`src/rtl/cpu_defs.sv`:
```
// Shared definitions for the memory bus arbiter.
//   arb_state_t : arbiter FSM encoding (IDLE / BUSY0 / BUSY1)
//   PORT_IF     : index of the instruction-fetch port
//   PORT_MEM    : index of the data-access port
package cpu_defs;

   typedef enum logic [1:0] {
      IDLE  = 2'd0,
      BUSY0 = 2'd1,
      BUSY1 = 2'd2
   } arb_state_t;

   localparam logic PORT_IF  = 1'b0;
   localparam logic PORT_MEM = 1'b1;

endpackage

```
`src/rtl/mux2.sv`:
```
// Generic two-input multiplexer.
//   sel : 0 selects in0, 1 selects in1
//   in0 : WIDTH-bit input 0
//   in1 : WIDTH-bit input 1
//   out : selected value
module mux2 #(
   parameter int WIDTH = 1
) (
   input  logic             sel,
   input  logic [WIDTH-1:0] in0,
   input  logic [WIDTH-1:0] in1,
   output logic [WIDTH-1:0] out
);

   assign out = sel ? in1 : in0;

endmodule

```
`src/rtl/mem_bus_arbiter.sv`:
```
// Two-port round-robin arbiter for a single shared memory bus.
// Port 0 is instruction fetch, port 1 is data access. One transaction is in
// flight at a time; a watchdog aborts it after TIMEOUT bus cycles.
//   clk, rst              : clock, synchronous active-high reset
//   reqN_valid/we/addr/wdata : request from port N (held until accepted)
//   reqN_ready            : combinational accept strobe for port N
//   rspN_valid            : one-cycle response pulse to port N
//   rsp_rdata, rsp_err    : shared response data / timeout flag
//   bus_valid/we/addr/wdata/sel : shared bus master side
//   bus_done, bus_rdata   : slave completion strobe and read data
//
// state | meaning
// ------+------------------------------------------------
// IDLE  | no transaction; arbitrate and accept a request
// BUSY0 | bus owned by port 0, waiting for done/timeout
// BUSY1 | bus owned by port 1, waiting for done/timeout
module mem_bus_arbiter
   import cpu_defs::*;
#(
   parameter int ADDR_W  = 32,
   parameter int DATA_W  = 32,
   parameter int TIMEOUT = 16
) (
   input  logic              clk,
   input  logic              rst,

   input  logic              req0_valid,
   input  logic              req0_we,
   input  logic [ADDR_W-1:0] req0_addr,
   input  logic [DATA_W-1:0] req0_wdata,
   output logic              req0_ready,

   input  logic              req1_valid,
   input  logic              req1_we,
   input  logic [ADDR_W-1:0] req1_addr,
   input  logic [DATA_W-1:0] req1_wdata,
   output logic              req1_ready,

   output logic              rsp0_valid,
   output logic              rsp1_valid,
   output logic [DATA_W-1:0] rsp_rdata,
   output logic              rsp_err,

   output logic              bus_valid,
   output logic              bus_we,
   output logic [ADDR_W-1:0] bus_addr,
   output logic [DATA_W-1:0] bus_wdata,
   output logic              bus_sel,
   input  logic              bus_done,
   input  logic [DATA_W-1:0] bus_rdata
);

   localparam int CNT_W = $clog2(TIMEOUT);
   localparam logic [CNT_W-1:0] CNT_LAST = CNT_W'(TIMEOUT - 1);

   arb_state_t        state;
   arb_state_t        state_nxt;
   logic              last_grant;
   logic [CNT_W-1:0]  cnt;

   logic              win;
   logic              accept;
   logic              busy;
   logic              finish;

   logic              win_we;
   logic [ADDR_W-1:0] win_addr;
   logic [DATA_W-1:0] win_wdata;

   // On a tie the port that did not win last time goes first.
   assign win  = req1_valid && (!req0_valid || (last_grant == PORT_IF));
   assign busy = (state == BUSY0) || (state == BUSY1);

   // bus_done is checked first so a completion on the expiry cycle is normal.
   assign finish = busy && (bus_done || (cnt == CNT_LAST));

   mux2 #(.WIDTH(ADDR_W)) u_mux_addr (
      .sel (win),
      .in0 (req0_addr),
      .in1 (req1_addr),
      .out (win_addr)
   );

   mux2 #(.WIDTH(DATA_W)) u_mux_wdata (
      .sel (win),
      .in0 (req0_wdata),
      .in1 (req1_wdata),
      .out (win_wdata)
   );

   mux2 #(.WIDTH(1)) u_mux_we (
      .sel (win),
      .in0 (req0_we),
      .in1 (req1_we),
      .out (win_we)
   );

   always_ff @(posedge clk) begin
      if (rst) begin
         state <= IDLE;
      end else begin
         state <= state_nxt;
      end
   end

   always_comb begin
      state_nxt  = state;
      accept     = 1'b0;
      req0_ready = 1'b0;
      req1_ready = 1'b0;
      unique case (state)
         IDLE: begin
            if (!rst && (req0_valid || req1_valid)) begin
               accept     = 1'b1;
               req0_ready = (win == PORT_IF);
               req1_ready = (win == PORT_MEM);
               state_nxt  = (win == PORT_MEM) ? BUSY1 : BUSY0;
            end
         end
         BUSY0, BUSY1: begin
            if (finish) begin
               state_nxt = IDLE;
            end
         end
         default: state_nxt = IDLE;
      endcase
   end

   always_ff @(posedge clk) begin
      if (rst) begin
         last_grant <= PORT_MEM;
         cnt        <= '0;
         bus_valid  <= 1'b0;
         bus_we     <= 1'b0;
         bus_addr   <= '0;
         bus_wdata  <= '0;
         bus_sel    <= PORT_IF;
         rsp0_valid <= 1'b0;
         rsp1_valid <= 1'b0;
         rsp_rdata  <= '0;
         rsp_err    <= 1'b0;
      end else begin
         rsp0_valid <= finish && (state == BUSY0);
         rsp1_valid <= finish && (state == BUSY1);

         if (finish) begin
            rsp_rdata <= bus_done ? bus_rdata : '0;
            rsp_err   <= !bus_done;
         end

         if (accept) begin
            bus_valid  <= 1'b1;
            bus_we     <= win_we;
            bus_addr   <= win_addr;
            bus_wdata  <= win_wdata;
            bus_sel    <= win;
            last_grant <= win;
            cnt        <= '0;
         end else if (finish) begin
            bus_valid <= 1'b0;
         end else if (busy && !bus_done) begin
            cnt <= cnt + 1'b1;
         end
      end
   end

endmodule

```
`config.mk`:
```
export PLATFORM = sky130hd
export DESIGN_NAME = mem_bus_arbiter
export DESIGN_NICKNAME = d
export VERILOG_FILES = /design/src/rtl/cpu_defs.sv /design/src/rtl/mux2.sv /design/src/rtl/mem_bus_arbiter.sv
export SDC_FILE = /design/constraint.sdc
export NUM_CORES = 1
export LEC_CHECK = 0
export BUFFER_PORTS_ARGS = -buffer_cell sky130_fd_sc_hd__buf_4
export CORE_AREA = 2 2 106 108
export DETAILED_ROUTE_END_ITERATION = 6
export DIE_AREA = 0 0 108 110
export PLACE_DENSITY_LB_ADDON = 0.25
export SYNTH_ARGS = -nofsm -noshare
export SYNTH_HDL_FRONTEND = slang
export SYNTH_SLANG_ARGS = --single-unit
```
`constraint.sdc`:
```
create_clock -name clk -period 3.8 [get_ports clk]
set_input_delay 0.19 -clock clk [delete_from_list [all_inputs] [get_ports clk]]
set_output_delay 0.19 -clock clk [all_outputs]
set_load 0.005 [all_outputs]
```
[Word-level counts from Yosys, hierarchy flattened]
Cells that the tools add are included.
W data, S select, Z words.
Word-level totals
  register bits: 109
  input bits: 167
  logic and storage cells: 56
  output and inout port bits: 104
Cells by class
  multiplexer cells: 16
  reduce and logical (&&, ||, !) cells: 19
  add/sub/neg operators: 1
  eq/ne operators: 5
  bitwise gates (word level): 3
Operator list (count)
  $mux W32: 3
  $mux W1: 9
  $logic_and A1 B1 Y1: 6
  $mux W2: 3
  $add A4 B1 Y4 const B: 1
  $eq A4 B4 Y1 const B: 1
  $logic_or A1 B1 Y1: 4
  $ne A2 B2 Y1 const B: 2
  $pmux W2 S2: 1
  $reduce_and A2 Y1: 2
  $reduce_or A2 Y1: 2
  $logic_not A1 Y1: 3
  $not A1 Y1: 3
  $eq A2 B1 Y1 const B: 1
  $eq A2 B2 Y1 const B: 1
  $logic_not A2 Y1: 1
  $reduce_bool A2 Y1: 1

[Logic depth before layout (Yosys ltp)]
  word-level depth: 6
  gate-level depth with buffers: 8
  depth with buffers taken out: 5

[Hierarchy]
From an unflattened synthesis, not the netlist that was laid out.
Unflattened totals
  cell total of the unflattened synthesis: 353
  area, all modules: 4717.0 um^2
Modules (own cells, without submodules)
  mem_bus_arbiter: sequential area each 2182.1 um^2, cells each 280, times used 1, area an instance 3613.5 um^2
  mux2 (u_mux_addr ...): sequential area each 0.0 um^2, cells each 36, times used 2, area an instance 544.3 um^2
  mux2 (u_mux_we): sequential area each 0.0 um^2, cells each 1, times used 1, area an instance 15.0 um^2

[Worst setup path before layout]
No wires, ideal clock.
  kind: register to register
  start point: register state[0]
  end point: register rsp_rdata[12]
  setup slack: 2.163 ns
  data required time: 3.683 ns
  library setup time: 0.117 ns
  cell stages (with the launch flop): 8
  path buffers: 3
  arrival: 1.520 ns
  cell sequence: dfxtp_1 > inv_1 > ha_1 > buf_2 > and3_1 > clkbuf_1 > clkbuf_1 > a22o_1
Between the ends
  longest elaborated chain between the ends: 3
  elaborated cells between the ends (all ways): 4
RTL lines
  start: declaration: RTL line mem_bus_arbiter.sv:56  | arb_state_t state;
  start signal: assignment: RTL line mem_bus_arbiter.sv:102  | state <= state_nxt;
  $eq A2 B1 Y1 or $eq A2 B2 Y1 (tied branches): RTL line mem_bus_arbiter.sv:72  | assign busy = (state == BUSY0) || (state == BUSY1);
  $logic_or A1 B1 Y1 *: RTL line mem_bus_arbiter.sv:72
  $logic_and A1 B1 Y1 *: RTL line mem_bus_arbiter.sv:75  | assign finish = busy && (bus_done || (cnt == CNT_LAST));
  end signal: assignment: RTL line mem_bus_arbiter.sv:147  | rsp_rdata <= bus_done ? bus_rdata : '0;
  end: declaration: RTL line mem_bus_arbiter.sv:41  | output logic [DATA_W-1:0] rsp_rdata,
Every way passes the cells marked *; elsewhere a longest branch is shown, timed or not.
A chain may end at the register's enable or synchronous reset.

[Worst setup path after layout]
  start point: register state[1]
  end point: output req1_ready
Between the ends
  longest elaborated chain between the ends: 2
RTL lines
  $logic_not A2 Y1: RTL line mem_bus_arbiter.sv:111  | unique case (state)
  $mux W1: RTL line mem_bus_arbiter.sv:111
  end: declaration: RTL line mem_bus_arbiter.sv:37  | output logic req1_ready,
No other way between the ends.

==> results summary <==
Summed over all failing endpoints, the final setup total negative slack is 0 ps. The number of cell rows is 38. The number of global-route vias before repair came out at 3982. The count of clock tree sinks came out at 109.

The power per cell area is 398.5 nW/um2. The worst register-to-register path begins at state[0]. Of all flip-flops after synthesis, the portion carrying an async set or reset was 0. The chip height is 110 um. TritonCTS built the clock tree. The worst setup path is of the reg2out kind. The initial DRC count is 127. The initial antenna violation count came out at 0. The clock reaches the later pin of the worst-skew pair after 360 ps. The final worst clock skew is 14.18 ps. In this run the post-CTS setup repair buffer count came out at 0. Dividing the synthesized area by the synthesized cell count gives 11.10 um2. Across every metal layer, demand over resource in global routing totals 0.2061. The detail-routed via count per cell came out at a little over 5. Yosys mapped a number of flops with a built-in enable equal to 0. The depth of the worst register-to-register path came out at 4. By instance count, the leading cell after synthesis is dfxtp_1. The maximum buffer depth of the clock tree is 2.

The number of nets in the layout came out at between 800 and 900. The routed via count is 4209. The register area share after synthesis came out at 0.4647. The wire length of the first global-routing pass came out at 19330 um. Setup repair after global routing left no endpoint under its margin. The dominant synthesized flop cell is dfxtp_1. The data required time at the worst endpoint is 3610 ps. The worst setup path is captured at an output pin. By area the synthesized netlist is led by dfxtp_1 (46%), mux2i_1 (16%), a211oi_2 (11%), a22o_1 (6.0%), a21oi_1 (5.1%). The worst-path maximum fanout came out at 50. The static power due to leakage came out at 3.136 nW. For hold timing, the worst endpoint is rsp_rdata[20].

The die span in x is ~110 um. The cell depth of the worst hold path came out at 2. The portion of synthesized cell area occupied by the leading cell type is 0.4647.

0 antenna diodes ended up in the layout. The count of nets left with antenna violations once routing finished came out at 0. In this run the count of I/O pins placed on the die edge is 271. Data arrives at the worst endpoint at roughly 2000 ps. VDD sags by at most 0.1929 mV. The number of flip-flops and latches in the synthesized netlist came out at roughly 110.

The startpoint of the most critical hold path is bus_rdata[20]. The root buffer cell chosen for the clock tree is clkbuf_8. Setup violations remaining at the end of the flow were counted as 0. The number of clock buffers added by TritonCTS is 9. After clock tree synthesis, the flow added hold-fix buffers numbering 0.

The slew at the pin with the worst max-slew slack came out at approximately 1100 ps. The post-DP HPWL came out at 9437 um. Static timing analysis puts the maximum clock frequency at 0.4511 GHz. The count of buffers added on input and output ports is 270. The cell area that synthesis handed to floorplanning was between 4000 and 5000 um2. For this run, design rule violations remaining after detail routing come to 0. The initial utilization of the core area, before any placement, comes to 0.4389.

The layout-stage area growth over the synthesis result came out at 47.32%. The share of final-layout standard cells stronger than drive strength 1 is 0.5052. The worst setup path is launched from a flip-flop.

The class of the tightest hold or removal check is in2reg. The number of violations of the max-capacitance limit is 0. The flow ran to the end, and the final reports show no timing, DRC or antenna violations. The setup check on the worst reg-to-reg path leaves a slack of 1630 ps. The total count of max-transition violations in the final report came out at 0. The number of gates resized after cts is 0. The worst slew margin relative to its limit is 0.2738.

The reg-to-reg critical path endpoint is rsp_rdata[25]. The post-synth net total is 594. The final-report hold violation count is 0. The overall overflow remaining after global route is 0. The final core utilization is 0.6467. The time the final worst path needs with I/O delays and setup came out at 2217 ps. Yosys printed 0 warnings.

By count the netlist is led by dfxtp_1 (109), mux2i_1 (77), a21oi_1 (48). The total iterations of the first detailed-routing run is 4. The routed wire length per instance came out at 15.83 um. The gate count of the mapped netlist is 423. CTS built an H-tree with a depth of 3.

Routability-driven placement finished with a final weighted congestion of 0.7609. The area of the core region came out at between 10000 and 15000 um2. The final layout contains routed wiring with a total length of about 13000 um.

The clock transition time at the flip-flop clock pins of the worst setup and hold paths is between 100 and 150 ps. After synthesis, the netlist uses 37 different library cells. Summed over all instances, the cell type with the most area after synthesis is dfxtp_1. The share of the cycle needed by the critical path after routing came out at 0.5834. The pin count of the biggest net entering global routing came out at 61. The die covers 11880 um2.
-- worst max-delay path by stage --
stage,startpoint,end,slack [ps],depth (start not counted)
floorplan,state[0],rsp_rdata[12],2160,7
global placement,rst,rsp_rdata[16],1540,4
detailed placement,rst,rsp_rdata[25],1440,4
CTS,state[1],req1_ready,1550,6
global route,state[1],req1_ready,1410,6
finish,state[1],req1_ready,1580,6
-- critical path: stages, from the launching register on --
cell and delay, ps:
dfxtp_1 330, inv_1 90, ha_1 260, nor2b_4 180
buf_4 460, and2_1 230, buf_4 120
-- cell type report --
cell class / instances / area [um2]
repair buffers: 274 / 2069
well taps: 140 / 175.2
multi-input cells: 268 / 2280
fillers: 834 / 3780
inverters: 6 / 22.52
clock buffers: 9 / 123.9
flip-flops and latches: 109 / 2182
clock inverters: 7 / 65.06
-- report_power, final --
group / internal [mW] / switching (mW) / leakage [nW] / total (mW)
sequential: 1.27 / 0.0682 / 0.896 / 1.33
clock: 0.254 / 0.411 / 0.0938 / 0.665
combinational: 0.419 / 0.339 / 2.15 / 0.758
-- sequential cells by signal, indices dropped and copies added, names as in the netlist, 2 cells and up --
signal / count
state: 2
bus_addr: 32
bus_wdata: 32
cnt: 4
rsp_rdata: 32
-- metrics by stage --
step                std cells  cell area [um2]  worst slack, ps  total power, mW  hold slack (ps)
global route              813             6918             1409            2.907            11.57
CTS                       813             6918             1549            2.793            10.30
detailed placement        797             6729             1443            2.128            411.9
floorplan                 423             4696             2163            1.746            285.6
global placement          797             6729             1540            2.105            406.2
finish                    813             6918             1583            2.757            32.08
-- kinds of logic (layout without fill, tap and decap cells) --
logic type      Yosys count  in the layout  synth area share
simple gates             43             43           0.04583
compound gates          144            144            0.2611
mux                      77             77            0.1641
fa+ha+maj                 4              4           0.01066
buf+inv                  46            296           0.05356
flops                   109            109            0.4647
-- layer usage --
metal | wire length, um | global-route usage
met4 | 225 | 0.08150
met5 | 0 | 0
met2 | 6366 | 0.3612
met3 | 1102 | 0.05115
met1 | 5175 | 0.2430
-- cells in the final DEF (no fill, tap or decap), types with 2 or more instances in the layout --
master	count
nor3b_1	2
ha_1	4
and3_1	7
a22o_1	32
a21oi_1	48
o31ai_1	2
inv_8	2
inv_1	4
nand3b_1	2
a21o_1	2
mux2i_1	77
a21oi_2	2
a221o_1	6
clkinv_4	3
o21ai_0	3
a211oi_2	42
nand2_1	21
dfxtp_1	109
clkbuf_8	9
nand3_1	3
inv_2	2
buf_4	273
No activity file was read; power rests on OpenSTA's default activity.
